File: config.mk
export PLATFORM = sky130hd
export DESIGN_NAME = fifo_drain_scheduler
export DESIGN_NICKNAME = d
export VERILOG_FILES = /design/src/rtl/fifo_drain_scheduler_pkg.sv /design/src/rtl/fifo_drain_scheduler_rr_pick.sv /design/src/rtl/fifo_drain_scheduler.sv
export SDC_FILE = /design/constraint.sdc
export NUM_CORES = 1
export LEC_CHECK = 0
export CORE_ASPECT_RATIO = 0.6
export CORE_MARGIN = 4
export CORE_UTILIZATION = 44
export CTS_CLUSTER_DIAMETER = 30
export DETAILED_ROUTE_END_ITERATION = 8
export PLACE_DENSITY = 0.73
export RECOVER_POWER = 25
export SLEW_MARGIN = 0
export SYNTH_ARGS = -nofsm -noshare
export SYNTH_HDL_FRONTEND = slang
export SYNTH_SLANG_ARGS = --single-unit
File: constraint.sdc
create_clock -name clk -period 2.7 [get_ports clk]
set_input_delay 0.405 -clock clk [delete_from_list [all_inputs] [get_ports clk]]
set_output_delay 0.405 -clock clk [all_outputs]
set_load 0.02 [all_outputs]
File: src/rtl/fifo_drain_scheduler_pkg.sv
// Shared types and helpers for the round-robin FIFO drain scheduler.
package fifo_drain_scheduler_pkg;

  typedef enum logic {
    ARB   = 1'b0,
    BURST = 1'b1
  } state_t;

  function automatic int rr_next(input int idx, input int n);
    return (idx + 1 >= n) ? 0 : idx + 1;
  endfunction

endpackage

File: src/rtl/fifo_drain_scheduler_rr_pick.sv
// Combinational round-robin search: first set request at or after ptr, wrapping.
module fifo_drain_scheduler_rr_pick #(
  parameter int N = 4,
  parameter int W = 2
) (
  input  logic [N-1:0] req,
  input  logic [W-1:0] ptr,
  output logic         found,
  output logic [W-1:0] idx
);

  logic [W:0]   sum;
  logic [W-1:0] pos;

  always_comb begin
    found = 1'b0;
    idx   = '0;
    sum   = '0;
    pos   = '0;
    for (int k = 0; k < N; k++) begin
      sum = {1'b0, ptr} + (W+1)'(k);
      if (sum >= (W+1)'(N)) begin
        sum = sum - (W+1)'(N);
      end
      pos = sum[W-1:0];
      if (!found && req[pos]) begin
        found = 1'b1;
        idx   = pos;
      end
    end
  end

endmodule

File: src/rtl/fifo_drain_scheduler.sv
// Drains N_SRC source FIFOs round-robin onto one tagged valid/ready stream,
// using a 2-entry output queue and credit-gated reads.
module fifo_drain_scheduler #(
  parameter int N_SRC     = 4,
  parameter int DATAWIDTH = 8,
  parameter int BURST_W   = 4,
  parameter int SRC_W     = $clog2(N_SRC)
) (
  input  logic                       clk,
  input  logic                       rst,
  input  logic                       en,
  input  logic [BURST_W-1:0]         cfg_burst,
  input  logic [N_SRC-1:0]           src_empty,
  input  logic [N_SRC*DATAWIDTH-1:0] src_data,
  output logic [N_SRC-1:0]           src_rd_en,
  output logic                       m_valid,
  input  logic                       m_ready,
  output logic [DATAWIDTH-1:0]       m_data,
  output logic [SRC_W-1:0]           m_src
);

  import fifo_drain_scheduler_pkg::*;

  state_t               state;
  logic [SRC_W-1:0]     rr_ptr;
  logic [SRC_W-1:0]     grant;
  logic [BURST_W-1:0]   burst_len;
  logic [BURST_W-1:0]   burst_cnt;
  logic                 inflight;
  logic [SRC_W-1:0]     inflight_src;

  logic [DATAWIDTH-1:0] q_data [2];
  logic [SRC_W-1:0]     q_src  [2];
  logic                 head;
  logic [1:0]           occ;

  logic                 pick_found;
  logic [SRC_W-1:0]     pick_idx;
  logic [SRC_W-1:0]     rd_idx;
  logic [BURST_W-1:0]   cfg_len;
  logic                 pop;
  logic                 push;
  logic                 tail;
  logic                 credit_ok;
  logic                 do_read;
  logic [DATAWIDTH-1:0] push_data;

  fifo_drain_scheduler_rr_pick #(
    .N (N_SRC),
    .W (SRC_W)
  ) u_rr_pick (
    .req   (~src_empty),
    .ptr   (rr_ptr),
    .found (pick_found),
    .idx   (pick_idx)
  );

  assign m_valid = (occ != 2'd0);
  assign m_data  = q_data[head];
  assign m_src   = q_src[head];
  assign pop     = m_valid && m_ready;
  assign push    = inflight;
  assign tail    = head ^ occ[0];
  assign cfg_len = (cfg_burst == '0) ? BURST_W'(1) : cfg_burst;
  assign rd_idx  = (state == ARB) ? pick_idx : grant;

  // A slot freed by this cycle's pop may be refilled by a read issued now.
  assign credit_ok = en && (({1'b0, occ} + {2'b00, inflight}) < (3'd2 + {2'b00, pop}));

  assign do_read = !rst && credit_ok &&
                   (((state == ARB) && pick_found) ||
                    ((state == BURST) && !src_empty[grant]));

  always_comb begin
    src_rd_en = '0;
    if (do_read) begin
      src_rd_en[rd_idx] = 1'b1;
    end
  end

  always_comb begin
    push_data = '0;
    for (int i = 0; i < N_SRC; i++) begin
      if (inflight_src == SRC_W'(i)) begin
        push_data = src_data[i*DATAWIDTH +: DATAWIDTH];
      end
    end
  end

  always_ff @(posedge clk) begin
    if (rst) begin
      inflight     <= 1'b0;
      inflight_src <= '0;
      q_data[0]    <= '0;
      q_data[1]    <= '0;
      q_src[0]     <= '0;
      q_src[1]     <= '0;
      head         <= 1'b0;
      occ          <= 2'd0;
    end else begin
      inflight     <= do_read;
      inflight_src <= rd_idx;
      if (push) begin
        q_data[tail] <= push_data;
        q_src[tail]  <= inflight_src;
      end
      if (pop) begin
        head <= ~head;
      end
      occ <= occ + 2'(push) - 2'(pop);
    end
  end

  always_ff @(posedge clk) begin
    if (rst) begin
      state     <= ARB;
      rr_ptr    <= '0;
      grant     <= '0;
      burst_len <= '0;
      burst_cnt <= '0;
    end else begin
      case (state)
        ARB: begin
          if (do_read) begin
            grant     <= pick_idx;
            burst_len <= cfg_len;
            burst_cnt <= BURST_W'(1);
            if (cfg_len == BURST_W'(1)) begin
              rr_ptr <= SRC_W'(rr_next(int'(pick_idx), N_SRC));
            end else begin
              state <= BURST;
            end
          end
        end
        BURST: begin
          // With en low the grant is parked, even if its source runs dry.
          if (en) begin
            if (src_empty[grant]) begin
              rr_ptr <= SRC_W'(rr_next(int'(grant), N_SRC));
              state  <= ARB;
            end else if (credit_ok) begin
              burst_cnt <= burst_cnt + BURST_W'(1);
              if (burst_cnt + BURST_W'(1) == burst_len) begin
                rr_ptr <= SRC_W'(rr_next(int'(grant), N_SRC));
                state  <= ARB;
              end
            end
          end
        end
        default: state <= ARB;
      endcase
    end
  end

endmodule

## Word-level counts from Yosys, hierarchy flattened

Memories as Yosys holds them, arrays and structs flattened. A register that Yosys moved wholly into a read port is not among the register bits.
Cells that the tools add are included.

| cells by class | value |
|---|---|
| add/sub/neg operators | 14 |
| $lt $le $gt $ge | 14 |
| eq/ne operators | 12 |
| multiplexer cells | 67 |
| bitwise gates (word level) | 4 |
| reductions and logical operators | 24 |

Operator list:

| kind | count |
|---|---|
| $mux 8 | 5 |
| $mux 2 | 18 |
| $mux 1 | 29 |
| $mux 4 | 6 |
| $lt 2x3->1 const B | 6 |
| $ge 3x3->1 const B | 5 |
| $bmux 1 s2 | 5 |
| $logic_and 1x1->1 | 10 |
| $add 2x1->3 const B | 3 |
| $pmux 4 s2 | 1 |
| $reduce_or 8->1 | 1 |
| $sub 2x1->2 const B | 4 |
| $add 2x2->3 const B | 2 |
| $ne 2x2->1 const B | 3 |
| $ne 3x1->1 const B | 2 |
| $logic_not 1->1 | 5 |
| $reduce_and 5->1 | 1 |
| $add 4x1->4 const B | 1 |
| $eq 2x2->1 const B | 2 |
| $eq 4x1->1 const B | 1 |
| $eq 4x4->1 | 1 |
| $logic_not 4->1 | 1 |
| $ne 2x1->1 const B | 2 |
| $not 4->4 | 1 |
| 19 further kinds | 20 |

| storage, ports and cells | value |
|---|---|
| register bits | 19 |
| memory bits (writable) | 20 |
| input port bits | 44 |
| output and inout port bits | 15 |
| logic and storage cells | 146 |
| memories | 2 |

Memories:

| name | words | bits a word | rd ports | clocked after memory_dff | write ports | RTL line | RTL |
|---|---|---|---|---|---|---|---|
| q_data | 2 | 8 | 1 | 1 | 2 | fifo_drain_scheduler.sv:32 | `logic [DATAWIDTH-1:0] q_data [2];` |
| q_src | 2 | 2 | 1 | 1 | 2 | fifo_drain_scheduler.sv:33 | `logic [SRC_W-1:0] q_src [2];` |

## Longest topological paths before layout

Gate-level depths: netlist (run 1).

| depth | value |
|---|---|
| word-level depth | 20 |
| depth in mapped cells | 7 |
| depth with buffers taken out | 7 |

## Hierarchy

Synthesis (run 1) repeated with hierarchy kept, for this count alone.

| unflattened totals | value |
|---|---|
| cell total of the unflattened synthesis | 216 |
| area, all modules | 2343.5 um^2 |

By module, submodules not included:

| module | times used | cells an instance | area each (um^2) | sequential area each (um^2) |
|---|---|---|---|---|
| fifo_drain_scheduler | 1 | 201 | 2265.9 | 1001.0 |
| fifo_drain_scheduler_rr_pick | 1 | 15 | 77.6 | 0.0 |

## Worst setup path before layout (run 1)

Ideal clock, no wire load.

| path | value |
|---|---|
| path kind | register to output |
| from | register occ[0] |
| to | output src_rd_en[1] |
| arrival | 1.770 ns |
| data required time | 2.295 ns |
| path slack | 0.525 ns |
| cell stages (with the launch flop) | 8 |
| buffers on the path | 0 |
| path through | dfxtp_1 -> ha_1 -> ha_1 -> nor3b_1 -> a21oi_1 -> a211oi_2 -> nand2b_1 -> nor2_1 |

| between the ends | value |
|---|---|
| longest elaborated chain between the ends | 8 |
| elaborated cells on any way between the ends | 9 |
| those cells by class | add/sub: 2; order compare: 1; mux: 1; reduce/logical: 5 |

Ends and longest elaborated chain:

| element | RTL line | RTL |
|---|---|---|
| start, declared | fifo_drain_scheduler.sv:35 | `logic [1:0] occ;` |
| start signal, assigned | fifo_drain_scheduler.sv:110 | `occ <= occ + 2'(push) - 2'(pop);` |
| $reduce_bool 2->1 | fifo_drain_scheduler.sv:58 | `assign m_valid = (occ != 2'd0);` |
| $logic_and 1x1->1 | fifo_drain_scheduler.sv:61 | `assign pop = m_valid && m_ready;` |
| $add 2x1->3 | fifo_drain_scheduler.sv:68 | `assign credit_ok = en && (({1'b0, occ} + {2'b00, inflight}) < (3'd2 + {2'b00, pop}));` |
| $lt 3x3->1 * | fifo_drain_scheduler.sv:68 |  |
| $logic_and 1x1->1 * | fifo_drain_scheduler.sv:68 |  |
| $logic_and 1x1->1 * (2 in series) | fifo_drain_scheduler.sv:70 | `assign do_read = !rst && credit_ok &&` |
| $mux 4 * | fifo_drain_scheduler.sv:76 | `if (do_read) begin` |
| end, declared | fifo_drain_scheduler.sv:15 | `output logic [N_SRC-1:0] src_rd_en,` |

Mark *: on every way between the ends. The rest lies on a longest branch, timed or not.

## Final worst setup path (run 1)

| path | value |
|---|---|
| from | input src_empty[3] |
| to | output src_rd_en[0] |

| between the ends | value |
|---|---|
| longest elaborated chain between the ends | 19 |
| elaborated cells on any way between the ends | 37 |
| those cells by class | order compare: 2; mux: 22; bitwise: 1; reduce/logical: 12 |

Ends and longest elaborated chain:

| element | RTL line | RTL |
|---|---|---|
| start, declared | fifo_drain_scheduler.sv:13 | `input logic [N_SRC-1:0] src_empty,` |
| $not 4->4 | fifo_drain_scheduler.sv:52 | `.req (~src_empty),` |
| $bmux 1 s2 | fifo_drain_scheduler_rr_pick.sv:26 | `if (!found && req[pos]) begin` |
| $mux 1 (not written as such) | fifo_drain_scheduler_rr_pick.sv:26 |  |
| $mux 1 | fifo_drain_scheduler_rr_pick.sv:26 |  |
| $logic_not 1->1 | fifo_drain_scheduler_rr_pick.sv:26 |  |
| $logic_and 1x1->1 | fifo_drain_scheduler_rr_pick.sv:26 |  |
| $mux 1 | fifo_drain_scheduler_rr_pick.sv:26 |  |
| $logic_not 1->1 | fifo_drain_scheduler_rr_pick.sv:26 |  |
| [... 3 more ...] | n/a |  |
| $logic_and 1x1->1 | fifo_drain_scheduler_rr_pick.sv:26 |  |
| $mux 2 | fifo_drain_scheduler_rr_pick.sv:26 |  |
| $mux 2 | fifo_drain_scheduler.sv:65 | `assign rd_idx = (state == ARB) ? pick_idx : grant;` |
| $lt 2x3->1 (not written as such) or $ge 2x1->1 (tied branches) | fifo_drain_scheduler.sv:77 | `src_rd_en[rd_idx] = 1'b1;` |
| $logic_and 1x1->1 (not written as such) | fifo_drain_scheduler.sv:77 |  |
| $mux 1 (not written as such) | fifo_drain_scheduler.sv:77 |  |
| $demux 1 s2 | fifo_drain_scheduler.sv:77 |  |
| $mux 4 * | fifo_drain_scheduler.sv:76 |  |

Mark *: on every way between the ends. The rest lies on a longest branch, timed or not. The select of a mux whose other input is x is not followed.

==> results.cfg, run 1 <==
[sta]
period_needed_ns = 2.52
clock.fmax_ghz = 0.397
max_slew_margin_pct = 56.1
slew_viol_final = 0
worstMarginPinSlew_ns = 0.656
hold_viol_final = 0
hold_ws_ns = 0.503
setup_violations = 0
min_period_over_period_pct = 93.2
rsz0062_at_grt = no
fin_skew_ns = 0.00615
fin_tns_setup_ns = 0

[drt]
viasPerCell = 5.21
drc = 0
vias = 1781
routed_wl_mm = 5.15
ant_nets = 0
drt_pass1_iterations = 4
drt_iter0_drc = 144
route.detailed.wl_per_inst_um = 15.1

[clock_tree]
cts-root-buf = clkbuf_8
cts_sinks = 40
worstSkewPairLatency_ns = 0.28
h-tree-depth = 2
cts.clk_slew.worst_paths_ns = 0.08
cts_buffers = 5
cts_tree = built
clockBufferDepth = 2

[power_and_ir_drop]
vdd_drop_max_mv = 0.309
finalPower_mw = 2.08
p_leak_nw = 1.26
p_per_area_nw_per_um2 = 667

[logic_synthesis]
syn-cell-area_um2 = 2250
netlist_instances = 201
ys_async_sr_fraction_pct = 0
synth_area_leaders = edfxtp_1 27%, dfxtp_1 18%, mux4_2 9.0%, and2_1 5.8%, mux2_2 5.0%
synth_ff_type = edfxtp_1
synth_warnings = 0
yosysSeqAreaShare_pct = 44.4
syn-num-nets = 251
synth.avg_cell_area_um2 = 11.2
synth_common_cells = 21 x and2_1, 21 x nor2_1, 20 x dfxtp_1, 20 x edfxtp_1, 10 x mux2_2
synth_edf_count = 20
synth_area_leader_cell = edfxtp_1
ys_ff_latch = 40
ys_types = 43
synth_top_area_share_pct = 26.6

[floorplanning]
initial_core_util_pct = 47.4
core_area_um2 = 4750
die_area_um2 = 6370
rows = 19
ios = 59
die_w_um = 100
die_y_um = 63.5

[global_routing]
grt_usage_pct = 17.0
antenna_found_initial = 0
grt_pass1_wl_mm = 8.47
grt.overflow.total = 0
grt_pass1_vias = 1769
grt_max_degree = 15

[setup_path]
worstReg2RegEnd = rr_ptr[0]$_SDFFE_PP0P_
max_stage_delay_ns = 0.50
cp_max_fo = 3
crit_path_start_kind = input pin
worst-setup-path-type = input pin to output port
cpMaxStageDelayCell = mux4_2
path_cells = clkdlybuf4s50_1, mux4_2, nand2b_4, a211oi_2, nand2_1, nor2_1, clkbuf_2
r2r_start = inflight$_SDFF_PP0_
worstRegToRegCells = 8
arrival_ns = 2.11
ff2ff_setup_slack_ns = 0.57
cp.required_ns = 2.30
critPathCaptureType = output port

[final_layout]
nNetsFinal = 328
final_util_pct = 65.7
n_antenna_cell = 0
areaGrowthSynthToFinish_pct = 38.6
drive_gt1_share_pct = 21.1
final_cell_area_um2 = 3120

[run]
maxCapViolCount = 0

[placed_design]
gp_congestion = 0.831
port_buffers = 58
dpl.hpwl_mm = 4.05
dpl_cell_area_um2 = 3030

[worst_hold_path]
min_from = burst_len[0]$_SDFFE_PP0P_
worstHoldPathCells = 2
min_path_type = flop to flop
holdPathEnd = burst_len[0]$_SDFFE_PP0P_

[status]
status = completed
## cell families (layout without fill, tap and decap cells)
| logic type | Yosys count | count (layout) | synth area share, % |
|---|---|---|---|
| compound gates | 28 | 28 | 8.99 |
| simple gates | 75 | 75 | 18.6 |
| buf+inv | 15 | 93 | 2.61 |
| fa+ha+maj | 6 | 6 | 3.33 |
| flops | 40 | 40 | 44.4 |
| mux | 27 | 27 | 17.5 |
| xor+xnor | 10 | 10 | 4.49 |
## metrics by stage
stage	cells	worst slack, ns
CTS	341	0.00389
finish	342	0.184
global route	342	0.0399
detailed placement	333	-0.266
floorplan	201	0.525
global placement	333	-0.237
## report_power, final
group          switching, mW  total, mW  internal, mW
Sequential            0.0856      0.814         0.729
Clock                  0.209      0.483         0.273
Combinational          0.358      0.786         0.428
Total                  0.653       2.08          1.43
## sequential cells by signal (all words and copies together), names as in the netlist, named ones only
signal and count:
inflight 1, grant 2, state 1, burst_cnt 4, inflight_src 2, burst_len 4, head 1, rr_ptr 2
occ 2, q_data 16, q_src 4
## layout by cell type (no fill, tap or decap), drive strengths merged, types with 2 or more instances in the layout
cell           netlist  final
ha                   6      6
a21o                 3      3
a221oi               2      2
a21oi                6      6
nor3b                3      3
nor2                22     22
nand2b               5      5
nor2b                2      2
clkdlybuf4s50        0     53
dfxtp               20     20
a311oi               2      2
xnor2                5      5
clkbuf               7     11
nor4                 2      2
xor2                 4      4
and2                21     21
o21a                 2      2
o21ai                3      3
mux4                 9      9
inv                  6      6
nand3                3      3
buf                  2     19
edfxtp              20     20
o21bai               2      2
or2                  4      4
nand3b               2      2
nor3                 3      3
a31oi                2      2
nand2                4      4
mux2                10     10
mux2i                8      8
## layer usage
| metal | vias up | routed length (µm) | GRT usage [%] |
|---|---|---|---|
| li1 | 887 | - | - |
| met1 | 844 | 2500 | 24.9 |
| met2 | 46 | 2310 | 25.3 |
| met3 | 4 | 290 | 3.86 |
| met4 | 0 | 42 | 3.87 |
| met5 | - | 0 | 0 |
## cell type report
cell class | count | area [µm²]
clock buffers | 5 | 68.8
well taps | 63 | 78.8
clock inverters | 3 | 42.5
multi-input cells | 146 | 1200
repair buffers | 79 | 711
inverters | 6 | 22.5
fillers | 388 | 1630
flip-flops and latches | 40 | 1000
## timing repair
item / 4_1_cts / 5_1_grt
pin swaps: 0 / 0
hold buffers: 0 / 0
endpoints found under the setup margin: 4 / 4
setup buffers: 0 / 1
resized for setup: 5 / 9
## critical path: cells and delay by family
family	cells	cell delay, ns
muxes	1	0.50
buffers and inverters	2	0.60
AOI/OAI and AO/OA	1	0.24
and+or+nand+nor	3	0.36
## worst max path at each step
stage	from	end	slack [ns]	cells past startpoint
after detailed placement	src_empty[3]	src_rd_en[0]	-0.27	7
after global placement	src_empty[3]	src_rd_en[3]	-0.24	7
after CTS	src_empty[3]	src_rd_en[2]	0.004	7
after floorplan	occ[0]$_SDFF_PP0_	src_rd_en[1]	0.52	7
final	src_empty[3]	src_rd_en[0]	0.18	7
after global routing	src_empty[2]	src_rd_en[3]	0.04	8
No activity file was read; power rests on OpenSTA's default activity.
==> run 2, diff against run 1 <==
--- a/config.mk
+++ b/config.mk
@@ -5,12 +5,14 @@
 export SDC_FILE = /design/constraint.sdc
 export NUM_CORES = 1
 export LEC_CHECK = 0
+export CELL_PAD_IN_SITES_DETAIL_PLACEMENT = 1
+export CELL_PAD_IN_SITES_GLOBAL_PLACEMENT = 1
 export CORE_ASPECT_RATIO = 0.6
 export CORE_MARGIN = 4
-export CORE_UTILIZATION = 44
+export CORE_UTILIZATION = 38
 export CTS_CLUSTER_DIAMETER = 30
 export DETAILED_ROUTE_END_ITERATION = 8
-export PLACE_DENSITY = 0.73
+export PLACE_DENSITY_LB_ADDON = 0.1
 export RECOVER_POWER = 25
 export SLEW_MARGIN = 0
 export SYNTH_ARGS = -nofsm -noshare
==> results.cfg, run 2 (synthesis gave the netlist of run 1 again) <==
[setup_path]
worst-setup-path-type = input pin to output port
cp_max_fo = 3
crit_path_start_kind = input pin
arrival_ns = 2.17
cp.required_ns = 2.30
critPathCaptureType = output port

[clock_tree]
worstSkewPairLatency_ns = 0.29
cts.clk_slew.worst_paths_ns = 0.08
clockBufferDepth = 2
cts_buffers = 5
cts_sinks = 40
cts_tree = built
h-tree-depth = 2
cts-root-buf = clkbuf_8

[worst_hold_path]
min_path_type = flop to flop

[status]
status = completed

[placed_design]
place_ws_ns = -0.376
port_buffers = 58
gp_congestion = 0.769
dpl.hpwl_mm = 4.76
dp_cells = 354

[global_routing]
antenna_found_initial = 0
grt.overflow.total = 0
grt_util_met3_pct = 3.82
grt_max_degree = 14
grt_pass1_vias = 1964
met1_usage_pct = 23.6
use_met2_pct = 29.3
grt_pass1_wl_mm = 9.71
grt_usage_pct = 17.5
busiest_layer = met2

[run]
maxCapViolCount = 0

[sta]
layout_setup_ws_ns = 0.121
fin_skew_ns = 0.00375
fin_tns_setup_ns = 0
hold_viol_final = 0
min_period_over_period_pct = 95.5
max_slew_margin_pct = 54.0
period_needed_ns = 2.58
rsz0062_at_grt = no
slew_viol_final = 0
worstMarginPinSlew_ns = 0.689
setup_violations = 0
clock.fmax_ghz = 0.388

[power_and_ir_drop]
p_comb_share_pct = 38.9
p_leak_nw = 1.31
vdd_drop_max_mv = 0.306
switchingPower_mw = 0.677
seqPwrFrac_pct = 38.3
p_per_area_nw_per_um2 = 668
clockPowerShare_pct = 22.8
finalPower_mw = 2.13
netSwitchingFraction_pct = 31.7
internal_power_mw = 1.46

[drt]
ant_nets = 0
drt_iter0_drc = 43
vias = 1809
route.detailed.wl_per_inst_um = 16.4
routed_wl_mm = 5.94
drc = 0
viasPerCell = 4.98
drt_pass1_iterations = 4

[floorplanning]
die_w_um = 107
ios = 59
core_area_um2 = 5650
die_y_um = 67.7
die_area_um2 = 7270
initial_core_util_pct = 39.9
rows = 21

[final_layout]
areaGrowthSynthToFinish_pct = 41.7
nNetsFinal = 332
layout_common_cells = 50 x clkdlybuf4s50_1, 24 x buf_4, 21 x nor2_1, 20 x dfxtp_1, 20 x edfxtp_1
regMostFlops = q_data
mostFrequentLayoutCell = clkdlybuf4s50_1
num-fill-cells = 603
n_antenna_cell = 0
largest_reg_flops = 16
drive_gt1_share_pct = 22.3
final_cell_count_no_fill = 363
## run 2: cell types whose count changed in the layout (fill, tap and decap cells not counted), sizes merged
cell and delta:
dlymetal6s2s +3, clkbuf -3, clkdlybuf4s50 -3, buf +8
clkinvlp -1
## run 2: routing by layer
metal | routed length, µm | part of all wire [%] | vias to the layer above
li1 | - | - | 894
met1 | 2830 | 48 | 875
met2 | 2790 | 47 | 36
met3 | 268 | 4.5 | 4
met4 | 42 | 0.71 | 0
met5 | 0 | 0 | -
## run 2: worst paths after layout
kind                              from                   endpoint  slack [ns]  cells past startpoint
max reg2reg        inflight$_SDFF_PP0_     rr_ptr[0]$_SDFFE_PP0P_        0.59                      8
max                       src_empty[0]               src_rd_en[0]        0.12                      7
min reg2reg  burst_len[0]$_SDFFE_PP0P_  burst_len[0]$_SDFFE_PP0P_        0.49                      2
min          burst_len[0]$_SDFFE_PP0P_  burst_len[0]$_SDFFE_PP0P_        0.49                      2
## run 2: stage by stage
step	hold slack (ns)	area [µm²]	utilization, %
floorplan	0.459	2250	-
global placement	0.468	3080	54.5
detailed placement	0.479	3080	54.5
CTS	0.502	3170	56.2
global route	0.538	3190	56.5
finish	0.493	3190	56.5
## run 2: area by class of cell
class                      count  area [µm²]  area share (%)
clock buffer                   6        72.6            2.27
clock inverter                 2        35.0            1.10
inverter                       6        22.5           0.705
multi-input combinational    146        1210            38.0
sequential                    40        1000            31.3
tap                           80         100            3.13
timing repair buffer          83         751            23.5
## run 2: critical path, cell delays in order
cell and delay, ns:
clkdlybuf4s50_1 0.44, mux4_2 0.48, nand2b_4 0.17, a211oi_4 0.29, nand2_1 0.11, nor2_1 0.12
buf_4 0.15
## run 2: power by group through the flow
stage	clock (mW)	sequential, mW	combinational (mW)
2_1_floorplan	0	0.785	0.500
3_3_place_gp	0	0.826	0.810
3_5_place_dp	0	0.829	0.826
4_1_cts	0.499	0.817	0.837
5_1_grt	0.528	0.829	0.911
6_report	0.487	0.816	0.830
## run 2: repair_timing
action,CTS,global route
resized for setup,17,6
hold buffers,0,0
cloned,0,0
endpoints found under the setup margin,4,4
buffers inserted,0,1
hold endpoints to repair,0,0
pin swaps,0,3
==> run 3, diff against run 2 <==
--- a/config.mk
+++ b/config.mk
@@ -10,7 +10,6 @@
 export CORE_ASPECT_RATIO = 0.6
 export CORE_MARGIN = 4
 export CORE_UTILIZATION = 38
-export CTS_CLUSTER_DIAMETER = 30
 export DETAILED_ROUTE_END_ITERATION = 8
 export PLACE_DENSITY_LB_ADDON = 0.1
 export RECOVER_POWER = 25
==> results of run 3 <==
Final layout, timing and power as in run 2 (identical DEF).
